### config.mk
export PLATFORM = sky130hd
export DESIGN_NAME = usb_diff_rx_ctrl
export DESIGN_NICKNAME = d
export VERILOG_FILES = /design/src/rtl/usb_diff_rx_ctrl.sv
export SDC_FILE = /design/constraint.sdc
export NUM_CORES = 1
export LEC_CHECK = 0
export ABC_AREA = 1
export BUFFER_PORTS_ARGS = -buffer_cell sky130_fd_sc_hd__buf_2
export CAP_MARGIN = 0
export CORE_MARGIN = 1.5
export CORE_UTILIZATION = 45
export CTS_CLUSTER_SIZE = 28
export DETAILED_ROUTE_END_ITERATION = 8
export GPL_ROUTABILITY_DRIVEN = 0
export GPL_TIMING_DRIVEN = 0
export PLACE_DENSITY = 0.73
export SLEW_MARGIN = 10
export SYNTH_ARGS = -nofsm -noshare
export SYNTH_HDL_FRONTEND = slang
export SYNTH_SLANG_ARGS = --single-unit
export TNS_END_PERCENT = 10
### constraint.sdc
create_clock -name clk_i -period 1.2 [get_ports clk_i]
set_input_delay 0.06 -clock clk_i [delete_from_list [all_inputs] [get_ports clk_i]]
set_output_delay 0.06 -clock clk_i [all_outputs]
set_load 0.01 [all_outputs]
### src/rtl/usb_diff_rx_ctrl.sv
// Power-up sequencer and line-state monitor for the USB differential receiver primitive.
// Optional macro USB_DIFF_RX_CTRL_FILTER_EN adds a 3-sample majority filter on the synchronised lines.
module usb_diff_rx_ctrl #(
  parameter int unsigned CalibW        = 32,
  parameter int unsigned SettleCycles  = 16,
  parameter int unsigned ResetCycles   = 48,
  parameter int unsigned SuspendCycles = 96
) (
  input  logic              clk_i,
  input  logic              rst_ni,
  input  logic              enable_i,
  input  logic              lowspeed_i,
  input  logic              core_pok_i,
  input  logic [CalibW-1:0] calib_i,
  input  logic              calib_load_i,
  input  logic              rx_d_i,
  input  logic              rx_dp_i,
  input  logic              rx_dn_i,
  output logic [CalibW-1:0] calibration_o,
  output logic              pullup_p_en_o,
  output logic              pullup_n_en_o,
  output logic              input_en_o,
  output logic              ready_o,
  output logic              rx_d_o,
  output logic [1:0]        line_state_o,
  output logic              bus_reset_o,
  output logic              suspend_o
);

  localparam int unsigned SetW = $clog2(SettleCycles + 1);
  localparam int unsigned RstW = $clog2(ResetCycles + 1);
  localparam int unsigned SusW = $clog2(SuspendCycles + 1);
  localparam logic [SetW-1:0] SetLast = SetW'(SettleCycles - 1);
  localparam logic [RstW-1:0] RstMax  = RstW'(ResetCycles);
  localparam logic [SusW-1:0] SusMax  = SusW'(SuspendCycles);

  typedef enum logic [2:0] {
    StOff    = 3'd0,
    StCal    = 3'd1,
    StPullup = 3'd2,
    StInen   = 3'd3,
    StActive = 3'd4
  } state_e;

  // Line code 01 is always J; low-speed swaps which wire idles high.
  function automatic logic [1:0] decode_line(input logic dp, input logic dn, input logic ls);
    logic [1:0] code;
    if (ls) begin
      code = {dp, dn};
    end else begin
      code = {dn, dp};
    end
    return code;
  endfunction

  function automatic logic [2:0] maj3(input logic [2:0] a, input logic [2:0] b, input logic [2:0] c);
    return (a & b) | (a & c) | (b & c);
  endfunction

  state_e             state_q, state_d;
  logic [SetW-1:0]    set_cnt_q, set_cnt_d;
  logic [RstW-1:0]    se0_cnt_q, se0_cnt_d;
  logic [SusW-1:0]    j_cnt_q, j_cnt_d;
  logic [CalibW-1:0]  calib_q, calib_d;
  logic               ls_q, ls_d;
  logic               pull_p_q, pull_p_d, pull_n_q, pull_n_d;
  logic               inen_q, inen_d, ready_q, ready_d;
  logic               rx_d_q, rx_d_d;
  logic [1:0]         line_q, line_d;
  logic               bus_reset_q, bus_reset_d;
  logic               suspend_q, suspend_d;
  logic [2:0]         sync1_q;
  logic [2:0]         line_src_s;
  logic               go_s, active_s, cnt_run_s;

  assign go_s = enable_i & core_pok_i;

  // Sequencer next state; loss of enable or power wins over any advance.
  always_comb begin
    state_d   = state_q;
    set_cnt_d = set_cnt_q;
    if (!go_s) begin
      state_d   = StOff;
      set_cnt_d = {SetW{1'b0}};
    end else begin
      case (state_q)
        StOff: begin
          state_d   = StCal;
          set_cnt_d = {SetW{1'b0}};
        end
        StCal: begin
          state_d   = StPullup;
          set_cnt_d = {SetW{1'b0}};
        end
        StPullup: begin
          if (set_cnt_q == SetLast) begin
            state_d   = StInen;
            set_cnt_d = {SetW{1'b0}};
          end else begin
            set_cnt_d = set_cnt_q + SetW'(1);
          end
        end
        StInen: begin
          if (set_cnt_q == SetLast) begin
            state_d   = StActive;
            set_cnt_d = {SetW{1'b0}};
          end else begin
            set_cnt_d = set_cnt_q + SetW'(1);
          end
        end
        StActive: begin
          state_d   = StActive;
          set_cnt_d = {SetW{1'b0}};
        end
        default: begin
          state_d   = StOff;
          set_cnt_d = {SetW{1'b0}};
        end
      endcase
    end
  end

  // Enables follow the next state so they change on the same edge as the FSM.
  always_comb begin
    ls_d    = ls_q;
    calib_d = calib_q;
    if ((state_q == StOff) && go_s) begin
      ls_d = lowspeed_i;
    end else begin
      ls_d = ls_q;
    end
    if ((state_q == StOff) && calib_load_i) begin
      calib_d = calib_i;
    end else begin
      calib_d = calib_q;
    end
    active_s = (state_d == StActive);
    pull_p_d = ((state_d == StPullup) || (state_d == StInen) || active_s) & ~ls_d;
    pull_n_d = ((state_d == StPullup) || (state_d == StInen) || active_s) & ls_d;
    inen_d   = (state_d == StInen) || active_s;
    ready_d  = active_s;
  end

`ifdef USB_DIFF_RX_CTRL_FILTER_EN
  logic [2:0] sync2_q, sync3_q, sync4_q;

  // Synchroniser followed by a three-deep history for the majority vote.
  always_ff @(posedge clk_i or negedge rst_ni) begin
    if (!rst_ni) begin
      sync1_q <= 3'b000;
      sync2_q <= 3'b000;
      sync3_q <= 3'b000;
      sync4_q <= 3'b000;
    end else begin
      sync1_q <= {rx_d_i, rx_dp_i, rx_dn_i};
      sync2_q <= sync1_q;
      sync3_q <= sync2_q;
      sync4_q <= sync3_q;
    end
  end

  assign line_src_s = maj3(sync2_q, sync3_q, sync4_q);
`else
  // First synchroniser stage; the output registers form the second stage.
  always_ff @(posedge clk_i or negedge rst_ni) begin
    if (!rst_ni) begin
      sync1_q <= 3'b000;
    end else begin
      sync1_q <= {rx_d_i, rx_dp_i, rx_dn_i};
    end
  end

  assign line_src_s = sync1_q;
`endif

  // Line decode and the SE0 / idle-J run counters, active only while ACTIVE persists.
  always_comb begin
    rx_d_d    = 1'b0;
    line_d    = 2'b00;
    se0_cnt_d = {RstW{1'b0}};
    j_cnt_d   = {SusW{1'b0}};
    cnt_run_s = (state_q == StActive) && (state_d == StActive);
    if (state_d == StActive) begin
      rx_d_d = line_src_s[2];
      line_d = decode_line(line_src_s[1], line_src_s[0], ls_d);
    end else begin
      rx_d_d = 1'b0;
      line_d = 2'b00;
    end
    if (cnt_run_s && (line_q == 2'b00)) begin
      se0_cnt_d = (se0_cnt_q == RstMax) ? se0_cnt_q : se0_cnt_q + RstW'(1);
    end else begin
      se0_cnt_d = {RstW{1'b0}};
    end
    if (cnt_run_s && (line_q == 2'b01)) begin
      j_cnt_d = (j_cnt_q == SusMax) ? j_cnt_q : j_cnt_q + SusW'(1);
    end else begin
      j_cnt_d = {SusW{1'b0}};
    end
    bus_reset_d = cnt_run_s && (se0_cnt_d == RstMax) && (se0_cnt_q != RstMax);
    suspend_d   = cnt_run_s && (j_cnt_d == SusMax);
  end

  // State, configuration and output registers.
  always_ff @(posedge clk_i or negedge rst_ni) begin
    if (!rst_ni) begin
      state_q     <= StOff;
      set_cnt_q   <= {SetW{1'b0}};
      se0_cnt_q   <= {RstW{1'b0}};
      j_cnt_q     <= {SusW{1'b0}};
      calib_q     <= {CalibW{1'b0}};
      ls_q        <= 1'b0;
      pull_p_q    <= 1'b0;
      pull_n_q    <= 1'b0;
      inen_q      <= 1'b0;
      ready_q     <= 1'b0;
      rx_d_q      <= 1'b0;
      line_q      <= 2'b00;
      bus_reset_q <= 1'b0;
      suspend_q   <= 1'b0;
    end else begin
      state_q     <= state_d;
      set_cnt_q   <= set_cnt_d;
      se0_cnt_q   <= se0_cnt_d;
      j_cnt_q     <= j_cnt_d;
      calib_q     <= calib_d;
      ls_q        <= ls_d;
      pull_p_q    <= pull_p_d;
      pull_n_q    <= pull_n_d;
      inen_q      <= inen_d;
      ready_q     <= ready_d;
      rx_d_q      <= rx_d_d;
      line_q      <= line_d;
      bus_reset_q <= bus_reset_d;
      suspend_q   <= suspend_d;
    end
  end

  assign calibration_o = calib_q;
  assign pullup_p_en_o = pull_p_q;
  assign pullup_n_en_o = pull_n_q;
  assign input_en_o    = inen_q;
  assign ready_o       = ready_q;
  assign rx_d_o        = rx_d_q;
  assign line_state_o  = line_q;
  assign bus_reset_o   = bus_reset_q;
  assign suspend_o     = suspend_q;

endmodule

# [Word level (Yosys, flattened, before mapping)]
# Index checks and enable logic that the tools add are counted.
[classes] add_sub_neg=3 eq_ne=14 mux=15 bitwise_logic=4 reduce_logical=14
[ops] cell="$mux W5" count=3
[ops] cell="$pmux W3 S5" count=1
[ops] cell="$eq A7 B7 Y1 const B" count=2
[ops] cell="$mux W7" count=2
[ops] cell="$eq A3 B2 Y1 const B" count=4
[ops] cell="$eq A6 B6 Y1 const B" count=2
[ops] cell="$mux W6" count=2
[ops] cell="$mux W3" count=3
[ops] cell="$logic_and A1 B1 Y1" count=8
[ops] cell="$add A7 B1 Y7 const B" count=1
[ops] cell="$add A6 B1 Y6 const B" count=1
[ops] cell="$eq A3 B3 Y1 const B" count=2
[ops] cell="$ne A6 B6 Y1 const B" count=1
[ops] cell="$add A5 B1 Y5 const B" count=1
[ops] cell="$eq A5 B4 Y1 const B" count=1
[ops] cell="$mux W2" count=2
[ops] cell="$and A1 B1 Y1" count=3
[ops] cell="$eq A3 B1 Y1 const B" count=1
[ops] cell="$logic_not A3 Y1" count=1
[ops] cell="$logic_or A1 B1 Y1" count=3
[ops] cell="$eq A2 B1 Y1 const B" count=1
[ops] cell="$logic_not A2 Y1" count=1
[ops] cell="$mux W1" count=2
[ops] cell="$reduce_or A2 Y1" count=1
[ops] cell="$not A1 Y1" count=1
[word_totals] register_bits=66 inputBits=41 output_inout_bits=41 wordCells=65

# [Logic depth before layout (Yosys ltp)]
# Gate-level depths: netlist of run 1.
[depth] depth_word=11 depth_mapped=11 mapped_depth_nobuf=11

# [Least setup slack after synthesis of run 1]
# Ideal clock, no wire load.
[synth_path] kind="flip-flop to flip-flop" startpoint="reg state_q[0]" endpoint="reg calib_q[10] (netlist: calibration_o[10])" setup_ns=0.125 arrival_ns=1.144 required_time_ns=1.075 setup_slack_ns=-0.069 path_stages_with_launch=5 n_path_buf=1 period_less_slack_ns=1.269 cell_sequence="dfrtp_1 > nor2_4 > nand3_4 > buf_6 > mux2_4"
[synth_via] elab_chain_len=2
[synth_rtl] item="from (decl)" line="60" source="state_e state_q, state_d;"
[synth_rtl] item="from (signal assigned)" line="207" source="state_q <= StOff;"
[synth_rtl] item="from (signal assigned)" line="222" source="state_q <= state_d;"
[synth_rtl] item="$logic_not A3 Y1" line="132" source="if ((state_q == StOff) && calib_load_i) begin"
[synth_rtl] item="$logic_and A1 B1 Y1" line="132"
[synth_rtl] item="to (signal assigned)" line="211" source="calib_q <= {CalibW{1'b0}};"
[synth_rtl] item="to (signal assigned)" line="226" source="calib_q <= calib_d;"
[synth_rtl] item="to (decl)" line="64" source="logic [CalibW-1:0] calib_q, calib_d;"
# Every way passes these cells.
# A chain may end at the register's enable or synchronous reset.

# [Worst setup path after layout of run 1]
[layout_path] startpoint="reg state_q[1]" endpoint="reg bus_reset_q (netlist: bus_reset_o)"
[layout_via] elab_chain_len=10 word_cells_on_any_way=16 classes_between="eq/ne (6); mux (5); reduce/logical (5)"
[layout_rtl] item="$eq A3 B3 Y1 (tied with other cells)" line="86, 182"
[layout_rtl] item="$pmux W3 S5" line="86" source="case (state_q)"
[layout_rtl] item="$mux W3" line="82" source="if (!go_s) begin"
[layout_rtl] item="$eq A3 B3 Y1" line="182" source="cnt_run_s = (state_q == StActive) && (state_d == StActive);"
[layout_rtl] item="$logic_and A1 B1 Y1 *" line="182"
[layout_rtl] item="$logic_and A1 B1 Y1" line="190" source="if (cnt_run_s && (line_q == 2'b00)) begin"
[layout_rtl] item="$mux W6" line="190"
[layout_rtl] item="$eq A6 B6 Y1" line="200" source="bus_reset_d = cnt_run_s && (se0_cnt_d == RstMax) && (se0_cnt_q != RstMax);"
[layout_rtl] item="$logic_and A1 B1 Y1 * (2 in a row)" line="200"
[layout_rtl] item="via bus_reset_d" line="70" source="logic bus_reset_q, bus_reset_d;"
[layout_rtl] item="to (signal assigned)" line="234" source="bus_reset_q <= bus_reset_d;"
[layout_rtl] item="to (decl)" line="70"
# The timed path passes the listed nets; every way through them passes the cells marked *.

==> qor.yml, run 1 <==
syn_area_mm2: 0.00294
max_slew_margin: 0.789
power.internal_uw: 3900
drive_gt1_frac: 0.488
vias: 2342
clkPwrFrac: 0.335
clk_latency_ns: 0.34
skew_ns: 0.00752
power-per-cell-area_mw_per_mm2: 1200
synth_nets: 300
die_area_mm2: 0.00702
io_buffers: 81
r2r-start: "state_q[1]$_DFF_PN0_"
nNetsFinal: 447
cts_root_buffer: "clkbuf_8"
route.detailed.drc: 0
postLayoutCellArea_mm2: 0.00433
hold_viol: 0
cp_top_family: "simple AND/OR/NAND/NOR gates"
violations: "setup timing"
cellLeakagePower_uw: 0.00223
power_frac_comb: 0.183
netlist-cell-type-count: 27
h-tree-depth: 3
antenna_found_initial: 0
period_needed_ns: 1.47
grt_pass1_wl_um: 10600
cp_common_cell: "nor2_1"
rsz0062_at_grt: "true"
run_status: "finished with violations"
syn_inst: 254
synth_area_leader_cell: "dfrtp_1"
seq_area_frac_synth: 0.562
worstPathArrival_ns: 1.70
synth_warnings: 0
path_class: "reg -> reg"
dpl.hpwl_um: 3970
finalSetupViolCount: 51
cts_buffer_depth: 2
synth-seq-cells: 66
required_ns: 1.43
finalWorstSetupSlack_ns: -0.271
hold_class: "in -> reg"
antenna_cells: 0
worst_slew_pin_slew_ns: 0.317
holdPathStages: 3
core_area_mm2: 0.00631
p_switching_uw: 1310
path_max_fanout: 8
first_global_vias: 2456
boundaryPins: 82
initial_core_util: 0.465
synth.avg_cell_area_um2: 11.6
hp-start: "calib_load_i"
via_per_inst: 4.85
swShare: 0.252
hold_ws_ns: 0.148
crit_chain: "nor2_4 > buf_4 > nand4_4 > a21oi_1 > nor2_1 > nand2_1 > nor2_1"
wl_per_cell_um: 14.0
finalMaxSlewViolations: 0
place_area_mm2: 0.00347
grtUsageTotal: 0.194
fmax_ghz: 0.680
worstRegToRegCells: 7
cts.sinks: 66
cts_tree: "yes"
die_height_um: 83.8
dr.pass1.iters: 4
routed_wl_um: 6770
crit_start: "state_q[1]$_DFF_PN0_"
rows: 29
synth.area.top_cells: "dfrtp_1 (56%), mux2_4 (15%), nand2_1 (5.2%)"
antenna_left: 0
cap_violations: 0
clk_pin_slew_ns: 0.06
numCtsBuffers: 9
peakVddDrop_mv: 0.907
worst-path-buf-inv: 1
max_stage_delay_ns: 0.42
grt_max_degree: 67
start_kind: "flop"
finalCritPeriodShare: 1.23
cp_slowest_cell: "dfrtp_1"
drt_iter0_drc: 179
area_growth_pct: 47.5
overflow: 0
die_x_um: 83.8
post-route-util: 0.686
synth_top_area_share: 0.562
power_frac_seq: 0.482
cp_num_cells: 7
end_kind: "flop"
power by group through the flow:
stage / Sequential (µW) / Clock (µW) / Combinational (µW)
finish: 2510 / 1740 / 955
floorplan: 2630 / 0 / 372
global placement: 2540 / 0 / 781
detailed placement: 2550 / 0 / 808
global route: 2530 / 1890 / 1020
CTS: 2510 / 1790 / 906
per-layer routing:
layer	track usage	wire length [µm]
met2	0.334	3670
met1	0.211	2590
met3	0.0415	196
met5	0	0
met4	0.137	308
path summary, 6_finish.rpt:
kind | end | slack (ns)
hold reg to reg | rx_d_o$_DFF_PN0_ | 0.47
max in group asynchronous | se0_cnt_q[0]$_DFF_PN0_ | 0.67
setup reg to reg | bus_reset_o$_DFF_PN0_ | -0.27
setup / recovery | bus_reset_o$_DFF_PN0_ | -0.27
min in group asynchronous | state_q[2]$_DFF_PN0_ | 0.26
hold / removal | calibration_o[1]$_DFFE_PN0P_ | 0.15
registers in the layout, indices dropped and copies added (netlist names):
name and cells:
bus_reset_o 1, calibration_o 32, input_en_o 1, j_cnt_q 7, line_src_s 3, line_state_o 2, ls_q 1, pullup_n_en_o 1
pullup_p_en_o 1, ready_o 1, rx_d_o 1, se0_cnt_q 6, set_cnt_q 5, state_q 3, suspend_o 1
kinds of logic (layout without fill, tap and decap cells):
kind of cell | after synthesis | after routing | share of synthesized area
and+or+nand+nor | 92 | 92 | 0.147
DFF | 66 | 66 | 0.562
muxes | 32 | 32 | 0.161
AOI/OAI and AO/OA | 12 | 12 | 0.0260
adders and majority gates | 5 | 5 | 0.0213
buffers and inverters | 39 | 191 | 0.0579
xor gates and xnor gates | 8 | 8 | 0.0239
timing repair:
item | in CTS | in global routing
resized for setup | 10 | 40
cloned | 0 | 0
pin swaps | 7 | 24
endpoints found under the hold margin | 101 | 0
hold buffers | 36 | 0
setup buffers | 7 | 11
setup endpoints to repair | 42 | 57
through the flow:
step                setup slack (ns)  cells  setup TNS, ns  power, µW
global route                  -0.339    483         -11.00       5440
floorplan                    -0.0688    254          -2.27       3000
global placement              -0.207    412         -18.55       3320
CTS                           -0.195    472          -5.77       5210
finish                        -0.271    483          -7.37       5210
detailed placement            -0.249    413          -6.47       3360
cell type report:
type / count / area (µm²)
fill: 464 / 1980
sequential: 66 / 1660
multi-input combinational: 149 / 1290
timing repair buffer: 136 / 931
inverter: 35 / 134
clock buffer: 10 / 128
tap: 77 / 96.3
clock inverter: 6 / 57.6
buffer: 4 / 38.8
Yosys cell counts:
cell / count
dfrtp_1: 66
nand2_1: 41
inv_1: 35
mux2_4: 30
nor2_1: 27
nand3_1: 10
xor2_1: 7
a21oi_1: 5
ha_1: 5
buf_6: 3
nand4_1: 3
nor2_4: 3
mux2_2: 2
nand4_2: 2
nor3_1: 2
o21ai_0: 2
a21oi_2: 1
a311oi_1: 1
buf_2: 1
nand2_2: 1
nand3_4: 1
nor2_2: 1
nor3_2: 1
o21a_1: 1
o21ai_2: 1
o21bai_1: 1
xnor2_1: 1
placed cells by master, fill, tap and decap left out, types with 5 or more instances in the layout:
cell type       n
nand3_1         7
nor2_1         22
clkbuf_8        9
dfrtp_1        63
nand2_2        12
nand2_1        28
xor2_1          7
buf_2          81
mux2_4         30
inv_1          30
nor2_2          5
buf_4          19
dlygate4sd3_1  36
worst reg2reg max path, stage by stage (launching register included):
cell     delay (ns)
dfrtp_1        0.42
nor2_4         0.23
buf_4          0.16
nand4_4        0.17
a21oi_1        0.23
nor2_1         0.07
nand2_1        0.06
nor2_1         0.04
Note: power is estimated with default switching activity, not from simulation.
==> run 2: changes to the inputs <==
--- a/config.mk
+++ b/config.mk
@@ -8,6 +8,7 @@
 export ABC_AREA = 1
 export BUFFER_PORTS_ARGS = -buffer_cell sky130_fd_sc_hd__buf_2
 export CAP_MARGIN = 0
+export CORE_ASPECT_RATIO = 0.75
 export CORE_MARGIN = 1.5
 export CORE_UTILIZATION = 45
 export CTS_CLUSTER_SIZE = 28
==> run 2 against run 1 <==
  * The flow still finishes with violations (setup timing)
  * Combinational power decreased by 3.0%
  * Cell area decreased by 1.3%
  * Critical path depth up 1
  * Critical endpoint is now suspend_o$_DFF_PN0_
  * Sequential share of layout area grew 0.50 points
  * Hold slack improved by 0.051 ns
  * Non-clock buffer count down 6
==> qor.yml, run 2 (same netlist as run 1, synthesis figures left out) <==
clk_pin_slew_ns: 0.08  # was 0.06 ns
cts.sinks: 66  # unchanged
vias: 2259  # was 2342
drt_iter0_drc: 96  # was 179
run_status: "finished with violations"  # unchanged
worst_slew_pin_slew_ns: 0.799  # was 0.317 ns
finalCritPeriodShare: 1.23  # about the same
power_frac_seq: 0.457  # was 0.482
boundaryPins: 82  # unchanged
hold_class: "in -> reg"  # unchanged
cts_buffer_depth: 2  # unchanged
io_buffers: 81  # unchanged
h-tree-depth: 3  # unchanged
path_class: "reg -> reg"  # unchanged
layout_commonest_cell: "buf_2"  # unchanged
antenna_left: 0  # unchanged
violations: "setup timing"  # unchanged
rsz0062_at_grt: "true"  # unchanged
wl_per_cell_um: 13.9  # was 14.0 µm
grt_pass1_wl_um: 10100  # was 10600 µm
start_kind: "flop"  # unchanged
drive_gt1_frac: 0.453  # was 0.488
first_global_vias: 2227  # was 2456
worstPathArrival_ns: 1.71  # was 1.70 ns
rows: 25  # was 29
die_height_um: 73.0  # was 83.8 µm
max_slew_margin: 0.468  # was 0.789
period_needed_ns: 1.47  # about the same
clkPwrFrac: 0.374  # was 0.335
power_frac_comb: 0.168  # was 0.183
fmax_ghz: 0.680  # about the same
skew_ns: 0.0130  # was 0.00752 ns
dr.pass1.iters: 4  # unchanged
nNetsFinal: 441  # was 447
fill_cells: 458  # was 464
place_ws_ns: -0.254  # was -0.249 ns
finalSetupViolCount: 49  # was 51
area_growth_pct: 45.6  # was 47.5%
finalWorstSetupSlack_ns: -0.271  # about the same
routed_wl_um: 6670  # was 6770 µm
hp-start: "core_pok_i"  # was calib_load_i
p_switching_uw: 1380  # was 1310 µW
core_area_mm2: 0.00632  # was 0.00631 mm²
swShare: 0.251  # was 0.252
post-route-util: 0.677  # was 0.686
peakVddDrop_mv: 0.852  # was 0.907 mV
path_max_fanout: 5  # was 8
cts_tree: "yes"  # unchanged
initial_core_util: 0.465  # about the same
multiInputGateArea_mm2: 0.00124  # was 0.00129 mm²
grtUsageTotal: 0.195  # was 0.194
cellLeakagePower_uw: 0.00221  # was 0.00223 µW
cts_root_buffer: "clkbuf_8"  # unchanged
finalMaxSlewViolations: 0  # unchanged
crit_start: "state_q[0]$_DFF_PN0_"  # was state_q[1]$_DFF_PN0_
die_x_um: 96.3  # was 83.8 µm
dpl.hpwl_um: 3830  # was 3970 µm
route.detailed.drc: 0  # unchanged
power_uw: 5500  # was 5210 µW
antenna_cells: 0  # unchanged
postLayoutCellArea_mm2: 0.00428  # was 0.00433 mm²
end_kind: "flop"  # unchanged
final_cell_mix: "buf_2 (80), dfrtp_1 (63), dlygate4sd3_1 (37)"  # was buf_2 (81), dfrtp_1 (63), dlygate4sd3_1 (36)
power-per-cell-area_mw_per_mm2: 1290  # was 1200 mW/mm²
via_per_inst: 4.70  # was 4.85
place_area_mm2: 0.00345  # was 0.00347 mm²
numCtsBuffers: 9  # unchanged
cap_violations: 0  # unchanged
overflow: 0  # unchanged
hold_viol: 0  # unchanged
hold_ws_ns: 0.199  # was 0.148 ns
power.internal_uw: 4120  # was 3900 µW
antenna_found_initial: 0  # unchanged
clk_latency_ns: 0.35  # was 0.34 ns
largest_reg_flops: 32  # unchanged
r2r-start: "state_q[0]$_DFF_PN0_"  # was state_q[1]$_DFF_PN0_
die_area_mm2: 0.00702  # about the same
grt_max_degree: 67  # unchanged
required_ns: 1.44  # was 1.43 ns
seqCellArea_mm2: 0.00166  # unchanged
## run 2: critical path, stage by stage (launching register included)
cell     delay, ns
dfrtp_1       0.43
nor2_4        0.19
nand2_2       0.13
nor2_4        0.17
inv_1         0.12
a21oi_2       0.15
nor2_1        0.06
nand2_1       0.08
nor2_1        0.05
## run 2: final timing paths
| kind | end | slack (ns) | cells after the start |
|---|---|---|---|
| worst max-delay path | suspend_o$_DFF_PN0_ | -0.27 | 8 |
| worst min-delay path | state_q[0]$_DFF_PN0_ | 0.20 | 5 |
| worst max register to register | suspend_o$_DFF_PN0_ | -0.27 | 8 |
| worst min register to register | rx_d_o$_DFF_PN0_ | 0.47 | 2 |
| max in group asynchronous | j_cnt_q[1]$_DFF_PN0_ | 0.30 | 2 |
| min in group asynchronous | bus_reset_o$_DFF_PN0_ | 0.35 | 2 |
## run 2: metrics by stage
| step | setup TNS (ns) | cells |
|---|---|---|
| after floorplan | -2.27 | 254 |
| after global placement | -17.42 | 416 |
| after detailed placement | -6.19 | 416 |
| after CTS | -5.35 | 480 |
| after global routing | -10.76 | 481 |
| final | -7.38 | 481 |
## run 2: cell type report
type,instances,share of cell area
plain buffers,3,0.00995
clock buffers,10,0.0299
clock inverters,6,0.0214
inverters,35,0.0307
multi-input cells,149,0.291
flip-flops and latches,66,0.387
well taps,81,0.0237
repair buffers,131,0.207
## run 2: what timing repair did
action	in CTS	in global routing
resized for setup	18	22
pin swaps	5	12
endpoints found under the setup margin	44	58
hold buffers	37	0
setup buffers	11	2
hold endpoints to repair	102	0
## run 2: per-layer routing
layer | track usage | wire length [µm] | up-vias
li1 | - | - | 1091
met1 | 0.233 | 2730 | 1091
met2 | 0.322 | 3500 | 68
met3 | 0.0760 | 354 | 9
met4 | 0.0670 | 72 | 0
met5 | 0 | 0 | -
## run 2: power by group through the flow
stage               Clock [µW]  Sequential, µW  Combinational, µW
finish                    2060            2510                926
floorplan                    0            2630                372
global route              2210            2540               1000
CTS                       2110            2500                903
global placement             0            2540                776
detailed placement           0            2540                789
==> run 3: changes to the inputs <==
--- a/config.mk
+++ b/config.mk
@@ -11,6 +11,7 @@
 export CORE_ASPECT_RATIO = 0.75
 export CORE_MARGIN = 1.5
 export CORE_UTILIZATION = 45
+export CTS_BUF_LIST = sky130_fd_sc_hd__clkbuf_4
 export CTS_CLUSTER_SIZE = 28
 export DETAILED_ROUTE_END_ITERATION = 8
 export GPL_ROUTABILITY_DRIVEN = 0
==> run 3 against run 2 <==
  * The run still ends with setup timing left
  * Via count up 0.84%
  * First-iteration DRC count down 21%
  * Sequential power about the same
  * Combinational power up 2%
  * Highest routed layer unchanged
  * Critical endpoint unchanged
==> qor.yml, run 3 (same netlist as run 1, synthesis figures left out) <==
run_status: "finished with violations"  # unchanged
violations: "setup timing"  # unchanged
worst_slew_pin_slew_ns: 0.791  # was 0.799 ns
overflow: 0  # unchanged
max_slew_margin: 0.473  # was 0.468
hold_ws_ns: 0.144  # was 0.199 ns
drt_iter0_drc: 76  # was 96
rows: 25  # unchanged
clk_latency_ns: 0.42  # was 0.35 ns
dpl.hpwl_um: 3830  # unchanged
finalWorstSetupSlack_ns: -0.290  # was -0.271 ns
wl_per_cell_um: 13.3  # was 13.9 µm
antenna_cells: 0  # unchanged
layout_commonest_cell: "buf_2"  # unchanged
cap_violations: 0  # unchanged
grt_pass1_wl_um: 9860  # was 10100 µm
boundaryPins: 82  # unchanged
start_kind: "flop"  # unchanged
cts_root_buffer: "clkbuf_4"  # was clkbuf_8
skew_ns: 0.0137  # was 0.0130 ns
end_kind: "flop"  # unchanged
finalCritPeriodShare: 1.24  # was 1.23
required_ns: 1.55  # was 1.44 ns
power.internal_uw: 3830  # was 4120 µW
rsz0062_at_grt: "true"  # unchanged
cellLeakagePower_uw: 0.00223  # was 0.00221 µW
drive_gt1_frac: 0.483  # was 0.453
area_growth_pct: 46.9  # was 45.6%
path_class: "reg -> reg"  # unchanged
largest_reg_flops: 32  # unchanged
swShare: 0.257  # was 0.251
peakVddDrop_mv: 0.860  # was 0.852 mV
place_area_mm2: 0.00345  # unchanged
fin_setup_tns_ns: -8.15  # was -7.38 ns
hold_class: "in -> reg"  # unchanged
fmax_ghz: 0.671  # was 0.680 GHz
power_frac_comb: 0.183  # was 0.168
antenna_left: 0  # unchanged
path_max_fanout: 4  # was 5
power_frac_seq: 0.487  # was 0.457
worstPathArrival_ns: 1.84  # was 1.71 ns
die_height_um: 73.0  # unchanged
fill_cells: 453  # was 458
finalSetupViolCount: 49  # unchanged
first_global_vias: 2211  # was 2227
h-tree-depth: 3  # unchanged
finalMaxSlewViolations: 0  # unchanged
die_x_um: 96.3  # unchanged
final_cell_mix: "buf_2 (80), dfrtp_1 (64), dlygate4sd3_1 (37)"  # was buf_2 (80), dfrtp_1 (63), dlygate4sd3_1 (37)
grtUsageTotal: 0.189  # was 0.195
clkPwrFrac: 0.330  # was 0.374
post-route-util: 0.683  # was 0.677
grt_max_degree: 67  # unchanged
antenna_found_initial: 0  # unchanged
via_per_inst: 4.68  # was 4.70
vias: 2278  # was 2259
dr.pass1.iters: 4  # unchanged
cts.sinks: 66  # unchanged
hold_viol: 0  # unchanged
cts_buffer_depth: 2  # unchanged
io_buffers: 81  # unchanged
cts_tree: "yes"  # unchanged
routed_wl_um: 6490  # was 6670 µm
route.detailed.drc: 0  # unchanged
clk_pin_slew_ns: 0.11  # was 0.08 ns
initial_core_util: 0.465  # unchanged
power-per-cell-area_mw_per_mm2: 1190  # was 1290 mW/mm²
die_area_mm2: 0.00702  # unchanged
nNetsFinal: 447  # was 441
postLayoutCellArea_mm2: 0.00431  # was 0.00428 mm²
core_area_mm2: 0.00632  # unchanged
period_needed_ns: 1.49  # was 1.47 ns
numCtsBuffers: 9  # unchanged
p_switching_uw: 1320  # was 1380 µW
power_uw: 5150  # was 5500 µW
## run 3: cell types whose count changed in the layout (fill, tap and decap cells not counted), sizes merged
cell | before | now
buf | 97 | 103
## run 3: repair_timing
item                                   CTS  global route
setup endpoints to repair               44            58
hold buffers                            37             0
cloned                                   0             0
buffers inserted                        13             6
endpoints found under the hold margin  102             0
pin swaps                                6            17
gates resized for setup                 17            39
## run 3: power groups by stage
stage	logic (µW)	registers (µW)	clock network, µW
final	942	2510	1700
after global routing	1020	2540	1840
after CTS	904	2500	1750
after detailed placement	789	2540	0
after global placement	776	2540	0
after floorplan	372	2630	0
## run 3: worst paths after layout
kind	cells after the start	start	end	slack (ns)
max in group asynchronous	2	rst_ni	j_cnt_q[1]$_DFF_PN0_	0.38
min in group asynchronous	2	rst_ni	calibration_o[14]$_DFFE_PN0P_	0.27
worst min-delay path	5	core_pok_i	state_q[0]$_DFF_PN0_	0.14
worst max register to register	10	j_cnt_q[0]$_DFF_PN0_	suspend_o$_DFF_PN0_	-0.29
worst min register to register	2	line_src_s[2]$_DFF_PN0_	rx_d_o$_DFF_PN0_	0.48
worst max-delay path	10	j_cnt_q[0]$_DFF_PN0_	suspend_o$_DFF_PN0_	-0.29
## run 3: layout make-up
| type | instances | area (µm²) | area share |
|---|---|---|---|
| Sequential cell | 66 | 1650 | 0.384 |
| Multi-Input combinational cell | 149 | 1280 | 0.297 |
| Timing Repair Buffer | 137 | 932 | 0.216 |
| Inverter | 35 | 134 | 0.0310 |
| Tap cell | 81 | 101 | 0.0235 |
| Clock inverter | 6 | 91.3 | 0.0212 |
| Clock buffer | 10 | 75.1 | 0.0174 |
| Buffer | 3 | 42.5 | 0.00986 |
## run 3: through the flow
| step | setup slack [ns] | instances |
|---|---|---|
| 2_1_floorplan | -0.0688 | 254 |
| 3_3_place_gp | -0.215 | 416 |
| 3_5_place_dp | -0.254 | 416 |
| 4_1_cts | -0.237 | 482 |
| 5_1_grt | -0.346 | 487 |
| 6_report | -0.290 | 487 |
## run 3: layer usage
| layer | GRT usage | vias to the layer above | part of all wire |
|---|---|---|---|
| met5 | 0 | - | 0 |
| met4 | 0.0588 | 0 | 0.010 |
| met3 | 0.0688 | 9 | 0.053 |
| met2 | 0.313 | 71 | 0.52 |
| met1 | 0.232 | 1096 | 0.42 |
| li1 | - | 1102 | - |
## run 3: worst max-delay path, stage by stage, from the launching register on
cell,delay [ns]
dfrtp_2,0.47
inv_2,0.09
ha_4,0.15
nand2_4,0.05
nor2_4,0.13
nand2_1,0.07
nand2_1,0.08
nand3_1,0.07
nor2_1,0.12
nand2_1,0.08
nor2_1,0.11
